### src/rtl/pir_pkg.sv
// -----------------------------------------------------------------------------
// pir_pkg
// Shared definitions for the PIR scan controller: FSM state encoding, sensor
// and counter widths, and small helpers for the saturating alarm counter and
// the round-robin slot index.
// -----------------------------------------------------------------------------
package pir_pkg;

    typedef enum logic [1:0] {
        ST_IDLE  = 2'd0,
        ST_SCAN  = 2'd1,
        ST_ALARM = 2'd2
    } state_e;

    localparam int NUM_SENSORS = 3;
    localparam int SENSOR_W    = 7;
    localparam int COUNT_W     = 8;

    // Increment that sticks at all-ones instead of wrapping.
    function automatic logic [COUNT_W-1:0] sat_inc(input logic [COUNT_W-1:0] v);
        logic [COUNT_W-1:0] r;
        if (v == {COUNT_W{1'b1}}) begin
            r = v;
        end else begin
            r = v + COUNT_W'(1);
        end
        return r;
    endfunction

    // Slot sequence 0 -> 1 -> 2 -> 0; the unused code 3 recovers to 0.
    function automatic logic [1:0] next_slot(input logic [1:0] s);
        logic [1:0] r;
        case (s)
            2'd0:    r = 2'd1;
            2'd1:    r = 2'd2;
            2'd2:    r = 2'd0;
            default: r = 2'd0;
        endcase
        return r;
    endfunction

endpackage

### src/rtl/pir_slot_timer.sv
// -----------------------------------------------------------------------------
// pir_slot_timer
// Slot divider: counts 0..DIV-1 while enabled, wrapping to 0 after the
// terminal count. Clear has priority over enable; a disabled timer holds.
//
// Ports:
//   clk_i  - system clock, rising edge
//   rst_i  - synchronous active-high reset
//   en_i   - count enable
//   clr_i  - synchronous clear to 0 (overrides en_i)
//   tc_o   - high while the count sits at DIV-1
// -----------------------------------------------------------------------------
module pir_slot_timer #(
    parameter int DIV = 16
) (
    input  logic clk_i,
    input  logic rst_i,
    input  logic en_i,
    input  logic clr_i,
    output logic tc_o
);
    import pir_pkg::*;

    localparam logic [7:0] LAST = 8'(DIV - 1);

    logic [7:0] cnt_q;
    logic [7:0] cnt_d;

    assign tc_o = (cnt_q == LAST);

    // Next count: clear, wrap at terminal count, increment, or hold.
    always_comb begin
        cnt_d = cnt_q;
        if (clr_i) begin
            cnt_d = 8'd0;
        end else if (en_i) begin
            if (tc_o) begin
                cnt_d = 8'd0;
            end else begin
                cnt_d = cnt_q + 8'd1;
            end
        end else begin
            cnt_d = cnt_q;
        end
    end

    // Count register with synchronous reset.
    always_ff @(posedge clk_i) begin
        if (rst_i) begin
            cnt_q <= 8'd0;
        end else begin
            cnt_q <= cnt_d;
        end
    end

endmodule

### src/rtl/pir_scan_ctrl.sv
// -----------------------------------------------------------------------------
// pir_scan_ctrl
// Round-robin scanner for three PIR sensors. While armed it samples one sensor
// every SAMPLE_DIV clocks, flags sensors at or above the threshold on LED, and
// raises the buzzer (ALARM) at the end of a full round if any flag is set.
// The alarm is acknowledged with stop_alarm; turn=0 disarms from any state.
//
// Ports:
//   clk            - system clock, rising edge
//   rst            - synchronous active-high reset
//   turn           - arm/enable; 0 forces IDLE
//   stop_alarm     - alarm acknowledge (only honoured in ALARM)
//   pir_sensor_1/2/3 - 7-bit sensor readings
//   threshold      - 7-bit trip level, sampled at capture edges only
//   sel            - current slot (0..2 = sensor 1..3)
//   sample_valid   - one-cycle pulse per captured sample
//   sample_value   - last captured reading
//   LED            - per-sensor trip flags, bit i = sensor i+1
//   buzzer         - high while in ALARM
//   alarm_count    - saturating count of ALARM entries
// -----------------------------------------------------------------------------
module pir_scan_ctrl #(
    parameter int SAMPLE_DIV = 16
) (
    input  logic       clk,
    input  logic       rst,
    input  logic       turn,
    input  logic       stop_alarm,
    input  logic [6:0] pir_sensor_1,
    input  logic [6:0] pir_sensor_2,
    input  logic [6:0] pir_sensor_3,
    input  logic [6:0] threshold,
    output logic [1:0] sel,
    output logic       sample_valid,
    output logic [6:0] sample_value,
    output logic [2:0] LED,
    output logic       buzzer,
    output logic [7:0] alarm_count
);
    import pir_pkg::*;

    state_e                 state_q,  state_d;
    logic [1:0]             sel_q,    sel_d;
    logic                   valid_q,  valid_d;
    logic [SENSOR_W-1:0]    value_q,  value_d;
    logic [NUM_SENSORS-1:0] led_q,    led_d;
    logic                   buzzer_q, buzzer_d;
    logic [COUNT_W-1:0]     count_q,  count_d;

    logic                   tc_s;
    logic                   timer_en_s;
    logic                   timer_clr_s;
    logic [SENSOR_W-1:0]    sensor_sel_s;
    logic                   hit_s;
    logic [NUM_SENSORS-1:0] led_cap_s;

    // The divider only runs while scanning; it restarts from 0 on every
    // entry into SCAN and holds its (already wrapped) value through ALARM.
    assign timer_en_s  = turn && (state_q == ST_SCAN);
    assign timer_clr_s = !turn || (state_q == ST_IDLE) ||
                         ((state_q == ST_ALARM) && stop_alarm);

    pir_slot_timer #(
        .DIV (SAMPLE_DIV)
    ) u_timer (
        .clk_i (clk),
        .rst_i (rst),
        .en_i  (timer_en_s),
        .clr_i (timer_clr_s),
        .tc_o  (tc_s)
    );

    // Sensor mux and the LED vector as it would look after a capture now.
    always_comb begin
        sensor_sel_s = {SENSOR_W{1'b0}};
        led_cap_s    = led_q;
        case (sel_q)
            2'd0:    sensor_sel_s = pir_sensor_1;
            2'd1:    sensor_sel_s = pir_sensor_2;
            2'd2:    sensor_sel_s = pir_sensor_3;
            default: sensor_sel_s = {SENSOR_W{1'b0}};
        endcase
        hit_s = (sensor_sel_s >= threshold);
        case (sel_q)
            2'd0:    led_cap_s[0] = hit_s;
            2'd1:    led_cap_s[1] = hit_s;
            2'd2:    led_cap_s[2] = hit_s;
            default: led_cap_s    = led_q;
        endcase
    end

    // FSM next state and next values of every registered output.
    always_comb begin
        state_d  = state_q;
        sel_d    = sel_q;
        valid_d  = 1'b0;
        value_d  = value_q;
        led_d    = led_q;
        buzzer_d = buzzer_q;
        count_d  = count_q;
        if (!turn) begin
            // Disarm wins over everything, including an acknowledge.
            state_d  = ST_IDLE;
            sel_d    = 2'd0;
            led_d    = {NUM_SENSORS{1'b0}};
            buzzer_d = 1'b0;
        end else begin
            case (state_q)
                ST_IDLE: begin
                    state_d  = ST_SCAN;
                    sel_d    = 2'd0;
                    buzzer_d = 1'b0;
                end
                ST_SCAN: begin
                    if (tc_s) begin
                        value_d = sensor_sel_s;
                        valid_d = 1'b1;
                        led_d   = led_cap_s;
                        sel_d   = next_slot(sel_q);
                        // End of a round: any flag (including this one) trips.
                        if ((sel_q == 2'd2) && (|led_cap_s)) begin
                            state_d  = ST_ALARM;
                            buzzer_d = 1'b1;
                            count_d  = sat_inc(count_q);
                        end else begin
                            state_d = ST_SCAN;
                        end
                    end else begin
                        state_d = ST_SCAN;
                    end
                end
                ST_ALARM: begin
                    if (stop_alarm) begin
                        state_d  = ST_SCAN;
                        sel_d    = 2'd0;
                        led_d    = {NUM_SENSORS{1'b0}};
                        buzzer_d = 1'b0;
                    end else begin
                        state_d  = ST_ALARM;
                        buzzer_d = 1'b1;
                    end
                end
                default: begin
                    state_d  = ST_IDLE;
                    sel_d    = 2'd0;
                    led_d    = {NUM_SENSORS{1'b0}};
                    buzzer_d = 1'b0;
                end
            endcase
        end
    end

    // State and output registers with synchronous reset.
    always_ff @(posedge clk) begin
        if (rst) begin
            state_q  <= ST_IDLE;
            sel_q    <= 2'd0;
            valid_q  <= 1'b0;
            value_q  <= {SENSOR_W{1'b0}};
            led_q    <= {NUM_SENSORS{1'b0}};
            buzzer_q <= 1'b0;
            count_q  <= {COUNT_W{1'b0}};
        end else begin
            state_q  <= state_d;
            sel_q    <= sel_d;
            valid_q  <= valid_d;
            value_q  <= value_d;
            led_q    <= led_d;
            buzzer_q <= buzzer_d;
            count_q  <= count_d;
        end
    end

    assign sel          = sel_q;
    assign sample_valid = valid_q;
    assign sample_value = value_q;
    assign LED          = led_q;
    assign buzzer       = buzzer_q;
    assign alarm_count  = count_q;

endmodule

### config.mk
export PLATFORM = sky130hd
export DESIGN_NAME = pir_scan_ctrl
export DESIGN_NICKNAME = d
export VERILOG_FILES = /design/src/rtl/pir_pkg.sv /design/src/rtl/pir_slot_timer.sv /design/src/rtl/pir_scan_ctrl.sv
export SDC_FILE = /design/constraint.sdc
export NUM_CORES = 1
export LEC_CHECK = 0
export CORE_MARGIN = 2
export CORE_UTILIZATION = 47
export CTS_BUF_LIST = sky130_fd_sc_hd__clkbuf_4 sky130_fd_sc_hd__clkbuf_8 sky130_fd_sc_hd__clkbuf_16
export CTS_CLUSTER_DIAMETER = 100
export DETAILED_ROUTE_END_ITERATION = 7
export HOLD_SLACK_MARGIN = 0.03
export PLACE_DENSITY = 0.76
export REMOVE_ABC_BUFFERS = 1
export SLEW_MARGIN = 0
export SYNTH_ARGS = -nofsm -noshare
export SYNTH_HDL_FRONTEND = slang
export SYNTH_HIERARCHICAL = 1
export SYNTH_SLANG_ARGS = --single-unit
### constraint.sdc
create_clock -name clk -period 3.3 [get_ports clk]
set_input_delay 0.33 -clock clk [delete_from_list [all_inputs] [get_ports clk]]
set_output_delay 0.33 -clock clk [all_outputs]
set_load 0.02 [all_outputs]
==> run metrics, run 1 <==
Hold Violations, Final=0; Port Buffers=53; Die X-Extent=66.90 µm; TritonRoute pass-1 iters=4; peak supply drop=322.0 µV; layout cells sized above 1=7.343%; top cells by area, synth=dfxtp_1, ha_1, nor2_1, mux2i_1, a21oi_1; Tmin final=2702 ps; initial antenna violation count=0; Clock Path Buffers=2; global-route wire length before repair=7.217 mm; Critical Path RT=3470 ps; R2R setup slack=600 ps; Leak=0.9403 nW; Slew Limit Fails=0; Synth top area share=34.45%; number of synthesized flops with an enable pin=0; pre-CTS setup slack=452.0 ps; Placed Area=2440 µm²; starting density of the core=49.67%; Root Driver=clkbuf_8; # nets final=330; Crit Path Category=reg -> reg; worst skew pair latency=280 ps; largest net degree at the start of global routing=23; status=finished clean; CTS resizes=0; Main synth FF type=dfxtp_1; largest fanout on the critical path=13; GRT overflow=0; core box area=3744 µm²; area grow syn2layout=36.47%; via count=1771; Post-Syn Area=1859 µm²; vias per cell=5.302; initial drt markers=64; die area=4475 µm²; Die Y=66.90 µm; Worst-Margin Slew=368.6 ps; fmax=0.3701 GHz; H-tree Lvls=2; Crit. End Element=register; relative max-transition margin=75.42%; DRC viols=0; P per Cell Area=319.2 nW/µm²; Min-Delay Path Class=reg -> reg; Synth top cells by count=dfxtp_1, nor2_1, nand2_1; CTS tree=yes; Synth area leader=dfxtp_1; period utilization=81.89%; Min Hold Slack=473.7 ps; antenna viol nets, final=0; top-level I/O count=54; FP Rows=22; Final Wtd Congestion=0.7897; Setup crit start kind=register; Setup Viol. Count Final=0; ant diodes=0; skew final=5.576 ps; max-cap viol count=0; Distinct cells, synth=44; fin area=2537 µm²; post-synthesis register bit count=32; Tot GR Track Use=21.34%; Clock Sink Count=32; RSZ-0062 raised after global routing=false; async set or reset register ratio after synthesis=0%; DR WL/cell=12.80 µm; HPWL Detailed=3.346 mm; sequential-to-total area share from yosys stat=34.45%; total power=0.8099 mW; Post-Syn Instances=229; Mean Syn Cell Area=8.119 µm²; vias in the first global route=1639; Worst-path clk slew=70 ps; Final TNS setup=0 ps; CTS Buf Count=5; Post-CTS Setup Bufs=0; final wirelength=4.274 mm; number of synthesis warnings=6; # hold bufs at CTS=0; Crit path arrival time=2870 ps; setup ws final=597.7 ps
## area by class of cell
cell class / count / area [µm²]
Timing Repair Buffer: 58 / 568.0
Sequential cell: 32 / 640.6
Inverter: 11 / 41.29
Fill cell: 342 / 1206
Tap cell: 48 / 60.06
Clock buffer: 8 / 97.59
Multi-Input combinational cell: 177 / 1130
## metal layers
layer  up-vias  GRT usage [%]  part of all wire, %
met5         -              0                    0
met4         0          6.122                 0.91
met3         4          7.095                  8.1
met2        61          35.75                   45
met1       792          25.88                   46
li1        914              -                    -
## flip-flops by register name, indices dropped and copies added (netlist names)
name,cells
state_q,2
buzzer,1
sample_valid,1
LED,3
u_timer/cnt_q,8
sample_value,7
alarm_count,8
sel,2
## report_power, final
group	leakage (nW)	switching (mW)	internal, mW
logic	0.630	0.0426	0.0558
registers	0.258	0.000684	0.387
clock network	0.0523	0.137	0.186
total	0.940	0.181	0.629
## metrics by stage
step	instances	utilization [%]
after floorplan	220	-
final	334	67.78
after detailed placement	326	65.17
after global placement	326	65.17
after CTS	334	67.78
after global routing	334	67.78
## logic make-up after synthesis
| kind of cell | synth area share (%) |
|---|---|
| DFF | 34.45 |
| xor gates and xnor gates | 1.413 |
| and+or+nand+nor | 27.59 |
| muxes | 6.662 |
| AOI/OAI and AO/OA | 16.35 |
| adders and majority gates | 8.749 |
| buffers and inverters | 4.778 |
## worst paths after layout
kind              depth (start not counted)        endpoint  startpoint
setup / recovery                         10  alarm_count[4]      sel[1]
hold / removal                            2          buzzer      buzzer
setup reg to reg                         10  alarm_count[4]      sel[1]
hold reg to reg                           2          buzzer      buzzer
## placed cells by master (no fill, tap or decap), drive strengths merged, types with 3 or more instances in the layout
master	n
a211oi	3
a21oi	17
buf	5
clkbuf	8
clkdlybuf4s50	53
dfxtp	32
ha	13
inv	11
mux2	3
mux2i	9
nand2	21
nand3	8
nand4	4
nor2	32
nor2b	7
nor3	7
o21ai	18
or3	7
## critical path: stages, from the launching register on
cell and delay, ps:
dfxtp_1 390, buf_4 220, mux2i_1 180, o21ai_0 140, ha_1 330, nand2_1 70, o21ai_1 270, a2111oi_4 100
buf_4 190, nor4b_1 330, mux2_2 370
Power figures use the tool's default switching activity.
==> run 2, diff against run 1 <==
- CORE_UTILIZATION: 47 -> 43
- PLACE_DENSITY: 0.76 -> 0.73
- clock period: 3.3 -> 2.41 ns (I/O delays scaled with it)
==> run 2 against run 1 <==
- the run now ends with setup timing left
- sequential share of layout area down 2.9 points
- routed wire length grew 20%
- clock power up 23%
- non-clock buffer count is 24 higher
- final area increased by 13%
- core utilization increased by 2.6 points
- clock skew grew 1.1 ps
- maximum frequency is 11% higher
- sequential power rose by 37%
- count of clock-buffer cells in the layout shrank 2
- combinational power increased by 100%
- first-iteration DRC count grew 58%
==> run metrics, run 2 (synthesized netlist as in run 1, its figures left out) <==
DR WL/cell=14.23 µm (was 12.80 µm); hold depth=2 (unchanged); CTS tree=yes (unchanged); Slew Limit Fails=0 (unchanged); Clock Sink Count=32 (unchanged); starting density of the core=45.50% (was 49.67%); largest fanout on the critical path=6 (was 13); area grow syn2layout=54.78% (was 36.47%); Crit. End Element=register (unchanged); CP max stage cell=a2111oi_4 (was dfxtp_1); FP Rows=23 (was 22); Die X-Extent=69.76 µm (was 66.90 µm); r2r endpoint=alarm_count[2] (was alarm_count[4]); hold path startpoint=buzzer (unchanged); fmax=0.4100 GHz (was 0.3701 GHz); top-level I/O count=54 (unchanged); Min Hold Slack=465.5 ps (was 473.7 ps); GRT overflow=0 (unchanged); CTS Buf Count=5 (unchanged); reg2reg path depth=11 (was 10); P per Cell Area=391.8 nW/µm² (was 319.2 nW/µm²); final non-filler cell total=359 (was 334); antenna viol nets, final=0 (unchanged); Crit Path Category=reg -> reg (unchanged); Tot GR Track Use=20.63% (was 21.34%); relative max-transition margin=76.37% (was 75.42%); Critical Path RT=2580 ps (was 3470 ps); total power=1.127 mW (was 0.8099 mW); CP Cell Sequence=buf_12 -> mux2i_1 -> nor2_1 -> a21oi_4 -> ha_4 -> nor2b_4 -> o21ai_2 -> a2111oi_4 -> buf_4 -> nor3b_2 -> mux2_1 (was buf_4 -> mux2i_1 -> o21ai_0 -> ha_1 -> nand2_1 -> o21ai_1 -> a2111oi_4 -> buf_4 -> nor4b_1 -> mux2_2); Crit path arrival time=2610 ps (was 2870 ps); most frequent cells in the layout=clkdlybuf4s50_1, dfxtp_1, nor2_1, buf_4, nand2_1 (was clkdlybuf4s50_1, dfxtp_1, nor2_1, nand2_1, a21oi_1); via count=1902 (was 1771); hold path endpoint=buzzer (unchanged); dpl cells=343 (was 326); Clock Path Buffers=2 (unchanged); Root Driver=clkbuf_8 (unchanged); HPWL Detailed=3.625 mm (was 3.346 mm); DR WL met2=2.565 mm (was 1.935 mm); die area=4866 µm² (was 4475 µm²); crit-path max cell delay=410 ps (was 390 ps); Worst-Margin Slew=353.5 ps (was 368.6 ps); TritonRoute pass-1 iters=4 (unchanged); Worst-path clk slew=70 ps (about the same); worst skew pair latency=280 ps (about the same); vias in the first global route=1763 (was 1639); core box area=4086 µm² (was 3744 µm²); initial drt markers=101 (was 64); Die Y=69.76 µm (was 66.90 µm); skew final=6.688 ps (was 5.576 ps); Hold Violations, Final=0 (unchanged); RR Startpoint=sel[1] (unchanged); Final Wtd Congestion=0.8334 (was 0.7897); Min-Delay Path Class=reg -> reg (unchanged); peak supply drop=324.6 µV (was 322.0 µV); # hold bufs at CTS=0 (unchanged); status=finished with violations (was finished clean); Top Family by Delay on Critical Path=compound AO/OA/AOI/OAI gates (was multiplexers); Port Buffers=53 (unchanged); Setup crit start kind=register (unchanged); global-route wire length before repair=8.114 mm (was 7.217 mm); H-tree Lvls=2 (unchanged); Tmin final=2439 ps (was 2702 ps); max-cap viol count=0 (unchanged); # nets final=354 (was 330); vias per cell=5.298 (was 5.302); setup ws final=-28.94 ps (was 597.7 ps); most common cell after layout, fill and taps aside=clkdlybuf4s50_1 (unchanged); layout cells sized above 1=20.39% (was 7.343%); largest net degree at the start of global routing=21 (was 23); RSZ-0062 raised after global routing=true (was false); failing checks=setup timing; period utilization=101.2% (was 81.89%); met3 routed WL=253 µm (was 347 µm); R2R setup slack=-30 ps (was 600 ps); count of buffer and inverter cells on the critical path=2 (unchanged); Setup Viol. Count Final=2 (was 0); initial antenna violation count=0 (unchanged); final wirelength=5.108 mm (was 4.274 mm); M1 wire length=2.194 mm (was 1.952 mm); Leak=1.092 nW (was 0.9403 nW); ant diodes=0 (unchanged); DRC viols=0 (unchanged); highest routed layer=met4 (unchanged); Levels on crit path=11 (was 10)
[run 2: changes by cell type in the layout (fill, tap and decap cells not counted), sizes merged]
cell / before / now
clkbuf: 8 / 7
clkinv: 0 / 1
buf: 5 / 28
[run 2: tightest hold or removal path, cell delays in order (launching register included)]
cell and delay [ps]:
dfxtp_1 310, nand2_1 50, mux2i_1 50
[run 2: layout make-up]
type | count | area [µm²]
clock inverters | 1 | 5.005
inverters | 11 | 41.29
multi-input cells | 177 | 1262
clock buffers | 6 | 76.32
repair buffers | 82 | 785.8
flip-flops and latches | 32 | 644.4
fillers | 319 | 1209
well taps | 50 | 62.56
[run 2: through the flow]
step / setup TNS [ps] / cell area [µm²] / worst slack [ps] / utilization, %
detailed placement: -1379 / 2567 / -228.1 / 62.83
floorplan: -2396 / 1812 / -408.8 / -
finish: -35.19 / 2878 / -28.94 / 70.42
CTS: -102.3 / 2744 / -45.42 / 67.15
global placement: -990.5 / 2567 / -172.7 / 62.83
global route: -950.8 / 2878 / -152.7 / 70.42
[run 2: worst max path at each step]
stage,from,endpoint,slack (ps)
floorplan,sel[0],alarm_count[5],-410
global placement,pir_sensor_1[4],alarm_count[2],-170
detailed placement,pir_sensor_1[4],alarm_count[2],-230
CTS,sel[1],alarm_count[2],-50
global route,sel[1],alarm_count[2],-150
finish,sel[1],alarm_count[2],-30
[run 2: timing repair]
item                                    4_1_cts  5_1_grt
gates resized for setup                      14       20
endpoints found under the setup margin        8       11
pin swaps                                     6       14
gates cloned                                  0        1
buffers inserted                              6        2
[run 2: per-layer routing]
metal / vias to the layer above / track usage (%)
li1: 959 / -
met4: 0 / 6.410
met2: 57 / 36.00
met1: 877 / 25.53
met3: 9 / 4.070
met5: - / 0
[run 2: power by group]
group,switching [mW],total (mW),internal (mW)
Sequential,0.00103,0.530,0.529
Clock,0.192,0.400,0.207
Combinational,0.0839,0.198,0.114
Total,0.277,1.13,0.850
==> patch (config.mk and constraints of run 2) <==
The 3 states of `state_e` get a one-hot encoding in 3 bits.
--- a/src/rtl/pir_pkg.sv
+++ b/src/rtl/pir_pkg.sv
@@ -7,8 +7,8 @@
 package pir_pkg;
 
-    typedef enum logic [1:0] {
-        ST_IDLE  = 2'd0,
-        ST_SCAN  = 2'd1,
-        ST_ALARM = 2'd2
+    typedef enum logic [2:0] {
+        ST_IDLE  = 3'b001,
+        ST_SCAN  = 3'b010,
+        ST_ALARM = 3'b100
     } state_e;
 
Function: same outputs for any inputs over 10 cycles, from zero or initial values and one cycle with rst high; not proved beyond that.
==> patch against run 2 <==
Total power is 1.4% higher; routed wire length is 7.7% lower; critical path type unchanged; critical endpoint is now buzzer$_SDFFE_PP0P_; area after synthesis stayed put; global-route usage is 2.3 points lower; final area is 3.7% lower; sequential power is 3.8% higher; clock power is 3% higher; sequential cell count is 1 higher; setup slack better by 93 ps; maximum frequency is 4.0% higher.
==> patch: results (changes against run 2) <==
Synth
  • Synth top area cells: dfxtp_1, ha_1, nand2_1 (was dfxtp_1, ha_1, nor2_1)
  • Avg Inst Size Synth: 8.191 um^2 (was 8.119 um^2)
  • Sequential share of the synthesized area: 35.53% (was 34.45%)
  • Yosys reg bits: 33 (was 32)
  • Post-synth top cells: dfxtp_1, nand2_1, nor2_1, a21oi_1, o21ai_0 (was dfxtp_1, nor2_1, nand2_1, a21oi_1, o21ai_0)

Timing
  • Worst-margin pin slew: 398.0 ps (was 353.5 ps)
  • Worst hold slack: 479.0 ps (was 465.5 ps)
  • Fin worst setup slack: 64.28 ps (was -28.94 ps)

Global routing
  • Met3 Resource Use GR: 4.360% (was 4.070%)
  • First-pass GRT wire length: 7279 um (was 8114 um)
  • Largest net degree at the start of global routing: 16 (was 21)
  • Grt met2 use: 28.31% (was 36.00%)
  • Number of global-route vias before repair: 1,634 (was 1,763)

Final layout
  • Non-clock inverter total of the final layout: 8 (was 11)
  • Fin nets: 335 (was 354)
  • NonClk Buf Share: 24.06% (was 27.30%)
  • Clock-cell share: 3.115% (was 2.826%)
  • Layout fillers: 334 (was 319)
  • Fraction of area in multi-input gates: 45.51% (was 43.87%)
  • Signal buffers: 69 (was 82)
  • Layout cells sized above 1: 24.41% (was 20.39%)
  • Area of the multi-input gates: 0.001261 mm^2 (was 0.001262 mm^2)
  • Reg area: 664.4 um^2 (was 644.4 um^2)

Status
  • Status: complete, no violations (was finished with violations)

Route
  • Initial detailed-routing violation count: 119 (was 101)
  • Routed WL per cell: 13.66 um (was 14.23 um)
  • Post-Route WL: 4713 um (was 5108 um)
  • Vias per cell: 5.374 (was 5.298)

Power and ir drop
  • Static Leak: 0.9853 nW (was 1.092 nW)
  • Max rail drop VDD: 0.2878 mV (was 0.3246 mV)

Placement
  • Placed inst area: 0.002525 mm^2 (was 0.002567 mm^2)
  • Placed wire-length estimate: 3313 um (was 3625 um)

Hold path
  • Min-delay src: LED[2]$_SDFFE_PP0P_ (was buzzer$_SDFFE_PP0P_)
patch: changes by cell type in the layout (fill, tap and decap cells not counted), sizes merged, moves of 6 or more:
cell and change:
nor3 -6, nand2 +7, nor2 -9, a311oi +6
or2 +7, buf -12
patch: timing repair:
item / in CTS / in global routing
setup endpoints to repair: 7 / 11
resized for setup: 5 / 30
gates cloned: 0 / 1
pin swaps: 0 / 16
hold endpoints to repair: 0 / 0
setup buffers: 0 / 2
patch: final timing paths:
check,end,cells after the start
min reg2reg,LED[2]$_SDFFE_PP0P_,2
max,buzzer$_SDFFE_PP0P_,11
max reg2reg,buzzer$_SDFFE_PP0P_,11
min,LED[2]$_SDFFE_PP0P_,2
patch: worst max-delay path: stages, from the launching register on:
cell and delay, ps:
dfxtp_4 360, buf_12 140, mux2i_1 110, or2_2 290, nand2_1 110, ha_4 210, a21oi_2 140, o21ai_2 90
a211oi_2 280, buf_4 210, nor2_1 70, o31a_1 230
patch: per-layer routing:
layer | part of all wire, % | wire [um]
met1 | 47 | 2204
met2 | 47 | 2226
met3 | 4.3 | 203
met4 | 1.7 | 78
met5 | 0 | 0
patch: power groups by stage:
stage | clock network (mW) | logic (mW) | registers (mW)
after CTS | 0.421 | 0.143 | 0.551
after global placement | 0 | 0.138 | 0.564
after detailed placement | 0 | 0.140 | 0.564
after floorplan | 0 | 0.0579 | 0.563
final | 0.412 | 0.181 | 0.550
after global routing | 0.445 | 0.196 | 0.551
patch: logic make-up after synthesis:
| logic type | Yosys count | synth area share [%] |
|---|---|---|
| and+or+nand+nor | 100 | 29.00 |
| muxes | 8 | 4.307 |
| DFF | 33 | 35.53 |
| buffers and inverters | 17 | 3.634 |
| adders and majority gates | 9 | 6.057 |
| AOI/OAI and AO/OA | 56 | 19.58 |
| xor gates and xnor gates | 4 | 1.885 |
